<file path="src/rtl/odd_par_pkg.sv">
// Shared definitions for the odd-parity frame transmitter: frame sizing
// helpers, the fill-frame constant, the frame-source selector and the
// odd-parity function.
package odd_par_pkg;

  // Largest legal data width. Helpers are sized to it and narrower users
  // zero-extend, which leaves parity unchanged.
  localparam int MAX_DATA_BITS = 7;
  localparam int MAX_FRAME     = MAX_DATA_BITS + 1;

  // The fill frame is all-zero data followed by a parity bit of 1. For any
  // frame length this is the value 1, truncated to FRAME bits.
  localparam logic [MAX_FRAME-1:0] FILL_FRAME = MAX_FRAME'(1);

  // Source of the next frame, chosen at each frame boundary.
  typedef enum logic [1:0] {
    SEL_BUF    = 2'd0,  // word waiting in the holding buffer
    SEL_BYPASS = 2'd1,  // word accepted on the boundary edge itself
    SEL_FILL   = 2'd2   // nothing to send: keep the line framed
  } frame_sel_e;

  // Frame length for a given data width: data bits plus one parity bit.
  function automatic int frame_len(input int data_bits);
    return data_bits + 1;
  endfunction

  // Width of the bit counter inside a frame, never less than one bit.
  function automatic int cnt_width(input int data_bits);
    int w;
    w = $clog2(data_bits + 1);
    return (w < 1) ? 1 : w;
  endfunction

  // Parity bit that makes the total number of ones in {data, p} odd.
  function automatic logic odd_parity(input logic [MAX_DATA_BITS-1:0] data);
    return ~^data;
  endfunction

endpackage : odd_par_pkg

</file>
<file path="src/rtl/odd_par_frame_shift.sv">
// Frame shift register and bit counter. Shifts the current frame out MSB
// first; on the last bit of a frame it loads the next frame presented on
// load_val_i and restarts the count. Comes out of reset holding a fill frame
// with bit 0 already on the line.
module odd_par_frame_shift
  import odd_par_pkg::*;
#(
  parameter int DATA_BITS = 2
) (
  input  logic               clk,
  input  logic               rst,
  input  logic [DATA_BITS:0] load_val_i,
  output logic               x_o,
  output logic               frame_start_o,
  output logic               boundary_o
);

  localparam int FRAME = frame_len(DATA_BITS);
  localparam int CW    = cnt_width(DATA_BITS);
  localparam logic [CW-1:0]      LAST_BIT  = CW'(FRAME - 1);
  localparam logic [DATA_BITS:0] FILL_INIT = FILL_FRAME[DATA_BITS:0];

  logic [DATA_BITS:0] sreg_q, sreg_d;
  logic [CW-1:0]      cnt_q, cnt_d;

  // The line comes straight off the top register bit, so it is glitch-free.
  assign x_o           = sreg_q[DATA_BITS];
  assign frame_start_o = (cnt_q == '0);
  assign boundary_o    = (cnt_q == LAST_BIT);

  // Next state: shift with zero fill inside a frame, reload at its last bit.
  // NOTE: every combinational output is given a default before any branch so
  // no path leaves it unassigned, which would otherwise infer a latch.
  always_comb begin
    sreg_d = {sreg_q[DATA_BITS-1:0], 1'b0};
    cnt_d  = cnt_q + CW'(1);
    if (boundary_o) begin
      sreg_d = load_val_i;
      cnt_d  = '0;
    end
  end

  // State register; reset parks the line on bit 0 of a fill frame.
  // NOTE: sequential state uses non-blocking assignments so every register
  // samples its inputs from before the edge, independent of statement order.
  always_ff @(posedge clk or posedge rst) begin
    if (rst) begin
      sreg_q <= FILL_INIT;
      cnt_q  <= '0;
    end else begin
      sreg_q <= sreg_d;
      cnt_q  <= cnt_d;
    end
  end

endmodule : odd_par_frame_shift

</file>
<file path="src/rtl/odd_par_frame_tx.sv">
// Serial transmitter for the odd-parity frame protocol. Takes parallel words
// over a valid/ready handshake, holds at most one in a buffer, and sends each
// as {data, parity} MSB first. When nothing is pending it sends fill frames so
// the receiver stays frame-aligned.
//
// Build option: define ODD_PAR_TX_ERR_INJ_EN to add the inj_err input, which
// inverts the parity bit of the frame loaded on a boundary edge (fill frames
// included), giving deliberately bad frames to exercise the checker.
module odd_par_frame_tx
  import odd_par_pkg::*;
#(
  parameter int DATA_BITS = 2
) (
  input  logic                 clk,
  input  logic                 rst,
`ifdef ODD_PAR_TX_ERR_INJ_EN
  input  logic                 inj_err,
`endif
  input  logic [DATA_BITS-1:0] tx_data,
  input  logic                 tx_valid,
  output logic                 tx_ready,
  output logic                 x_out,
  output logic                 frame_start,
  output logic                 fill_out,
  output logic                 busy
);

  localparam logic [DATA_BITS:0] FILL = FILL_FRAME[DATA_BITS:0];

  logic [DATA_BITS-1:0] buf_q, buf_d;
  logic                 buf_valid_q, buf_valid_d;
  logic                 cur_fill_q, cur_fill_d;

  logic                 accept;
  logic                 boundary;
  logic                 inj_w;
  frame_sel_e           frame_sel;
  logic [DATA_BITS:0]   load_val;

`ifdef ODD_PAR_TX_ERR_INJ_EN
  assign inj_w = inj_err;
`else
  assign inj_w = 1'b0;
`endif

  // Ready is the registered buffer state, never a function of tx_valid.
  assign tx_ready = ~buf_valid_q;
  assign accept   = tx_valid & ~buf_valid_q;
  assign fill_out = cur_fill_q;
  assign busy     = ~cur_fill_q | buf_valid_q;

  // Pick the next frame: buffered word first, then a word arriving on the
  // boundary edge itself, otherwise a fill frame.
  always_comb begin
    frame_sel = SEL_FILL;
    load_val  = FILL;
    if (buf_valid_q) begin
      frame_sel = SEL_BUF;
    end else if (accept) begin
      frame_sel = SEL_BYPASS;
    end
    case (frame_sel)
      SEL_BUF:    load_val = {buf_q, odd_parity(MAX_DATA_BITS'(buf_q))};
      SEL_BYPASS: load_val = {tx_data, odd_parity(MAX_DATA_BITS'(tx_data))};
      default:    load_val = FILL;
    endcase
    load_val[0] = load_val[0] ^ inj_w;
  end

  // Buffer and frame-type bookkeeping. A boundary always empties the buffer:
  // either its word moves into the shifter, or it was empty and an accept on
  // this edge bypasses straight into the shifter.
  always_comb begin
    buf_d       = buf_q;
    buf_valid_d = buf_valid_q;
    cur_fill_d  = cur_fill_q;
    if (boundary) begin
      buf_valid_d = 1'b0;
      cur_fill_d  = (frame_sel == SEL_FILL);
    end else if (accept) begin
      buf_d       = tx_data;
      buf_valid_d = 1'b1;
    end
  end

  // Control flags; reset drops any buffered word and marks the frame as fill.
  always_ff @(posedge clk or posedge rst) begin
    if (rst) begin
      buf_valid_q <= 1'b0;
      cur_fill_q  <= 1'b1;
    end else begin
      buf_valid_q <= buf_valid_d;
      cur_fill_q  <= cur_fill_d;
    end
  end

  // Buffer payload register.
  // NOTE: the payload has no reset; it is only read while buf_valid_q is set,
  // so clearing the valid flag is enough and the data flops stay cheaper.
  always_ff @(posedge clk) begin
    buf_q <= buf_d;
  end

  odd_par_frame_shift #(
    .DATA_BITS (DATA_BITS)
  ) u_shift (
    .clk           (clk),
    .rst           (rst),
    .load_val_i    (load_val),
    .x_o           (x_out),
    .frame_start_o (frame_start),
    .boundary_o    (boundary)
  );

endmodule : odd_par_frame_tx
</file>
<file path="config.mk">
export PLATFORM = sky130hd
export DESIGN_NAME = odd_par_frame_tx
export DESIGN_NICKNAME = d
export VERILOG_FILES = /design/src/rtl/odd_par_pkg.sv /design/src/rtl/odd_par_frame_shift.sv /design/src/rtl/odd_par_frame_tx.sv
export SDC_FILE = /design/constraint.sdc
export NUM_CORES = 1
export LEC_CHECK = 0
export CAP_MARGIN = 20
export CORE_AREA = 8 8 45 47
export DETAILED_ROUTE_END_ITERATION = 10
export DIE_AREA = 0 0 53 55
export PLACE_DENSITY = 0.48
export RECOVER_POWER = 100
export SKIP_LAST_GASP = 1
export SLEW_MARGIN = 20
export SYNTH_ARGS = -nofsm -noshare
export SYNTH_HDL_FRONTEND = slang
export SYNTH_SLANG_ARGS = --single-unit
export TNS_END_PERCENT = 100
</file>
<file path="constraint.sdc">
create_clock -name clk -period 1.11 [get_ports clk]
set_input_delay 0.222 -clock clk [delete_from_list [all_inputs] [get_ports clk]]
set_output_delay 0.222 -clock clk [all_outputs]
set_load 0.02 [all_outputs]
</file>
Word level (Yosys, flattened, before mapping)
Cells that the tools add are included.
{"block": "op_classes", "muxes": 7, "n_reduce_logical": 6, "bitwise": 5, "addsub": 1, "eq_ne": 3}
{"op": "XNOR reduction 7 bit", "n": 2}
{"op": "2-to-1 mux 2 bit", "n": 3}
{"op": "one-hot mux 3 bit (2 select lines)", "n": 1}
{"op": "== test 2 bit (second input constant)", "n": 2}
{"op": "logical NOT 2 bit", "n": 2}
{"op": "2-to-1 mux 3 bit", "n": 1}
{"op": "inverter 1 bit", "n": 3}
{"op": "adder 2 x 1 -> 2 bit (second input constant)", "n": 1}
{"op": "== test 2 x 1 -> 1 bit (second input constant)", "n": 1}
{"op": "2-to-1 mux 1 bit", "n": 2}
{"op": "AND reduction 2 bit", "n": 1}
{"op": "nonzero test 2 bit", "n": 1}
{"op": "AND 1 bit", "n": 1}
{"op": "OR 1 bit", "n": 1}
{"block": "word_totals", "ff_bits": 9, "wordCells": 27, "input_bits": 5, "output_inout_bits": 5}

Depth between registers and ports, before layout
{"block": "logic_depth", "word_depth": 7, "ltp_mapped": 3, "mapped_depth_nobuf": 3}

Modules after synthesis
From an unflattened synthesis, not the netlist that was laid out.
{"block": "hier_totals", "hier_cells": 29, "hier_area_um2": 402.9}
{"mod": "odd_par_frame_tx", "area_per_inst_um2": 209.0, "seq_area_each_um2": 111.4, "n_inst": 1, "cells_each": 17}
{"mod": "odd_par_frame_shift", "area_per_inst_um2": 193.9, "seq_area_each_um2": 126.4, "n_inst": 1, "cells_each": 12}

Least setup slack after synthesis
Ideal clock, no wire load.
{"block": "synth_timing", "path_kind": "flip-flop to flip-flop", "start": "register buf_valid_q", "end": "register buf_q[0], enable pin", "path_slack_ns": 0.079, "stages_incl_launch_ff": 3, "t_arrival_ns": 0.734, "t_required_ns": 0.813, "synth_period_minus_slack_ns": 1.031, "setup_ns": 0.297, "n_path_buf": 0, "cell_sequence": "dfrtp_1 > nor2b_2 > and2_1"}
{"block": "synth_between", "elab_chain_len": 3}
{"element": "start, declared", "line_no": "odd_par_frame_tx.sv:31", "text": "logic buf_valid_q, buf_valid_d;"}
{"element": "start signal, assigned", "line_no": "odd_par_frame_tx.sv:92", "text": "buf_valid_q <= buf_valid_d;"}
{"element": "inverter 1 bit", "line_no": "odd_par_frame_tx.sv:48", "text": "assign accept = tx_valid & ~buf_valid_q;"}
{"element": "AND 1 bit", "line_no": "odd_par_frame_tx.sv:48"}
{"element": "AND reduction 2 bit (no line)"}
{"element": "end signal, assigned", "line_no": "odd_par_frame_tx.sv:101", "text": "buf_q <= buf_d;"}
{"element": "end, declared", "line_no": "odd_par_frame_tx.sv:30", "text": "logic [DATA_BITS-1:0] buf_q, buf_d;"}
Every way passes these cells.
A chain may end at the register's enable or synchronous reset.

Worst setup path after layout
{"block": "layout_timing", "start": "register cur_fill_q (netlist: fill_out)", "end": "output port busy"}
{"block": "layout_between", "elab_chain_len": 2}
{"element": "start, declared", "line_no": "odd_par_frame_tx.sv:32", "text": "logic cur_fill_q, cur_fill_d;"}
{"element": "start signal, assigned", "line_no": "odd_par_frame_tx.sv:93", "text": "cur_fill_q <= cur_fill_d;"}
{"element": "inverter 1 bit", "line_no": "odd_par_frame_tx.sv:50", "text": "assign busy = ~cur_fill_q | buf_valid_q;"}
{"element": "OR 1 bit", "line_no": "odd_par_frame_tx.sv:50"}
{"element": "end, declared", "line_no": "odd_par_frame_tx.sv:25", "text": "output logic busy"}
Every way passes these cells.

==> flow_summary_export.csv <==
group,metric,value,unit
synth,synth_area_leaders,"dfrtp_1, edfxtp_1, dfstp_2",
routing,vias,273,
grt,grt_pass1_vias,296,
floorplan,row_count,14,
critical_path,r2r_slack,-0.02,ns
synth,synth_xor_xnor_area_share,4.81,%
timing,drv_slew,0,
routing,wl_per_cell,11.9,microns
grt,grt_antenna_before_repair,0,
timing,rsz0062_at_grt,"yes",
run_status,outcome,"complete, but fails checks",
critical_path,cp_cell_sequence,"nand2_2 > buf_6",
critical_path,cpPeakStageDelay,0.55,ns
placed_design,place_congestion,0.729,
timing,max_freq,834,MHz
placed_design,portBuffers,9,
pwr,peakVddDrop,0.549,mV
synth,ys_ff_latch,9,
synth,yosysMostFrequentCell,"nor2_1",
timing,min_period_over_period,108,%
routing,drt_iter0_drc,4,
finish,antennaDiodeCount,0,
synth,synth.area.mux_share,0,%
critical_path,cp_max_fo,3,
synth,synth_compound_area_share,7.22,%
synth,yosysWarnings,0,
synth,synth.net_count,37,
grt,grt_max_degree,8,
clock_network,cts_tree,"yes",
synth,synth_top_cell_area_share,34.4,%
grt,grt_overflow,0,
timing,period_needed,1.20,ns
worst_hold_path,hp-class,"input port to asynchronous set/reset pin",
floorplan,die_w,53,microns
synth,syn_inst,32,
floorplan,start_util,26.3,%
synth,synth_top_cells_by_count,"nor2_1, dfrtp_1, nand2_1",
run,maxCapViolations,0,
timing,relSlewSlack,80.2,%
floorplan,fp.coreArea,0.00138,sq mm
finish,area.growth.synth_to_final,50.5,%
synth,netlist.top_cell.by_area,"dfrtp_1",
synth,synth_top_flop_cell,"dfrtp_1",
critical_path,worst-setup-path-type,"register to output port",
synth,avgSynthCellArea,11.4,sq um
critical_path,endpoint_kind,"output port",
critical_path,start_kind,"register",
synth,synth_edf_count,2,
critical_path,crit_slowest_cell,"dfstp_2",
routing,drt-total-wl,762,microns
routing,routed_via_density,4.27,
routing,drc,0,
finish,fin_nets,54,
clock_network,cts_sinks,9,
synth,synth-simple-area-share,20.6,%
clock_network,cts.htree.levels,1,
timing,setup_viol,6,
synth,synth_adder_area_share,0,%
timing,holdWs,0.325,ns
clock_network,hold_buffers,0,
clock_network,clock_latency,0.26,ns
timing,worstMarginPinSlew,0.296,ns
clock_network,cts.path.max_buffers,2,
finish,n_fill_cell,143,
floorplan,die_h,55,microns
timing,skew,0.00445,ns
pwr,p_leak,0.246,nW
timing,timing.final.hold_violations,0,
clock_network,cts_buffers,3,
floorplan,die-area,0.00292,sq mm
pwr,p_total,0.000685,W
synth,syn_area,364,sq um
synth,synth.distinct_cells,13,
timing,layout_setup_ws,-0.0885,ns
critical_path,required,0.89,ns
routing,final_antenna_net_count,0,
grt,grtUsageTotal,5.79,%
synth,synthArstFlopShare,77.8,%
synth,seq_area_frac_synth,65.3,%
run_status,violations,"negative setup slack",
grt,grt_pass1_wl,1190,microns
floorplan,pin_count,10,
clock_network,cts_root_buf,"clkbuf_4",
finish,layout-drive-gt1-share,41.7,%
synth,synth_top_family_by_area,"simple AND/OR/NAND/NOR gates",
clock_network,clk_pin_slew,0.06,ns
critical_path,cp.arrival,0.98,ns
routing,first_pass_iters,3,
pwr,cellPowerDensity,1250,mW/mm^2
## routing by layer
layer	vias to the layer above	track usage, %	share of wire [%]
met5	-	0	0
met4	0	3.88	0
met3	0	2.41	4.3
met2	3	9.77	56
met1	133	5.75	40
li1	137	-	-
## cells by family (layout without fill, tap and decap cells)
group                  count (synthesis)  in the layout
buffers and inverters                  2             18
XOR/XNOR                               2              2
flip-flops                             9              9
AO/OA/AOI/OAI                          3              3
AND/OR/NAND/NOR                       16             16
## worst max-delay path, delay by kind of cell, from the launching register on
kind,cells,cell delay [ns]
buffers and inverters,1,0.12
flip-flops,1,0.55
AND/OR/NAND/NOR,1,0.05
## metrics by stage
step / cell area [sq um] / setup slack [ns] / std cells / utilization (%) / setup TNS [ns]
detailed placement: 497 / -0.255 / 60 / 35.9 / -1.95
floorplan: 364 / 0.0785 / 32 / - / 0
finish: 548 / -0.0885 / 64 / 39.6 / -0.292
global placement: 497 / -0.233 / 60 / 35.9 / -1.78
global route: 548 / -0.111 / 64 / 39.6 / -0.638
CTS: 532 / -0.0975 / 64 / 38.4 / -0.286
## area by class of cell
class / count / area [sq um] / share of cell area [%]
inverters: 2 / 7.51 / 1.37
multi-input cells: 21 / 148 / 26.9
repair buffers: 12 / 109 / 19.9
clock buffers: 4 / 26.3 / 4.79
flip-flops and latches: 9 / 238 / 43.4
well taps: 16 / 20.0 / 3.65
## placed cells by master, fill, tap and decap left out, types with 2 or more instances in the layout
cell	n
a221oi_1	2
buf_4	2
buf_6	3
clkbuf_1	2
clkbuf_4	3
dfrtp_1	5
dfstp_2	2
dlygate4sd3_1	3
edfxtp_1	2
nand2_1	3
nor2_1	6
xor2_1	2
## power by group
part	total (W)	switching [W]	internal, W
logic	0.0000741	0.0000365	0.0000376
registers	0.000361	0.00000775	0.000354
clock network	0.000249	0.000111	0.000138
total	0.000685	0.000155	0.000529
## registers in the layout, indices dropped and copies added (netlist names)
name	count
buf_q	2
buf_valid_q	1
fill_out	1
u_shift.cnt_q	2
u_shift.sreg_q	3
## path summary, 6_finish.rpt
path,from,depth (start not counted),endpoint
setup / recovery,fill_out,2,busy
hold / removal,rst,2,buf_valid_q
hold reg to reg,u_shift.cnt_q[1],1,u_shift.cnt_q[0]
min in group clk,u_shift.cnt_q[1],1,u_shift.cnt_q[0]
setup reg to reg,buf_valid_q,3,buf_q[0]
max in group asynchronous,rst,2,u_shift.sreg_q[0]
## timing repair
action | CTS | global route
setup endpoints to repair | 8 | 7
buffers inserted | 0 | 0
resized for setup | 26 | 6
pin swaps | 0 | 1
Note: power is estimated with default switching activity, not from simulation.
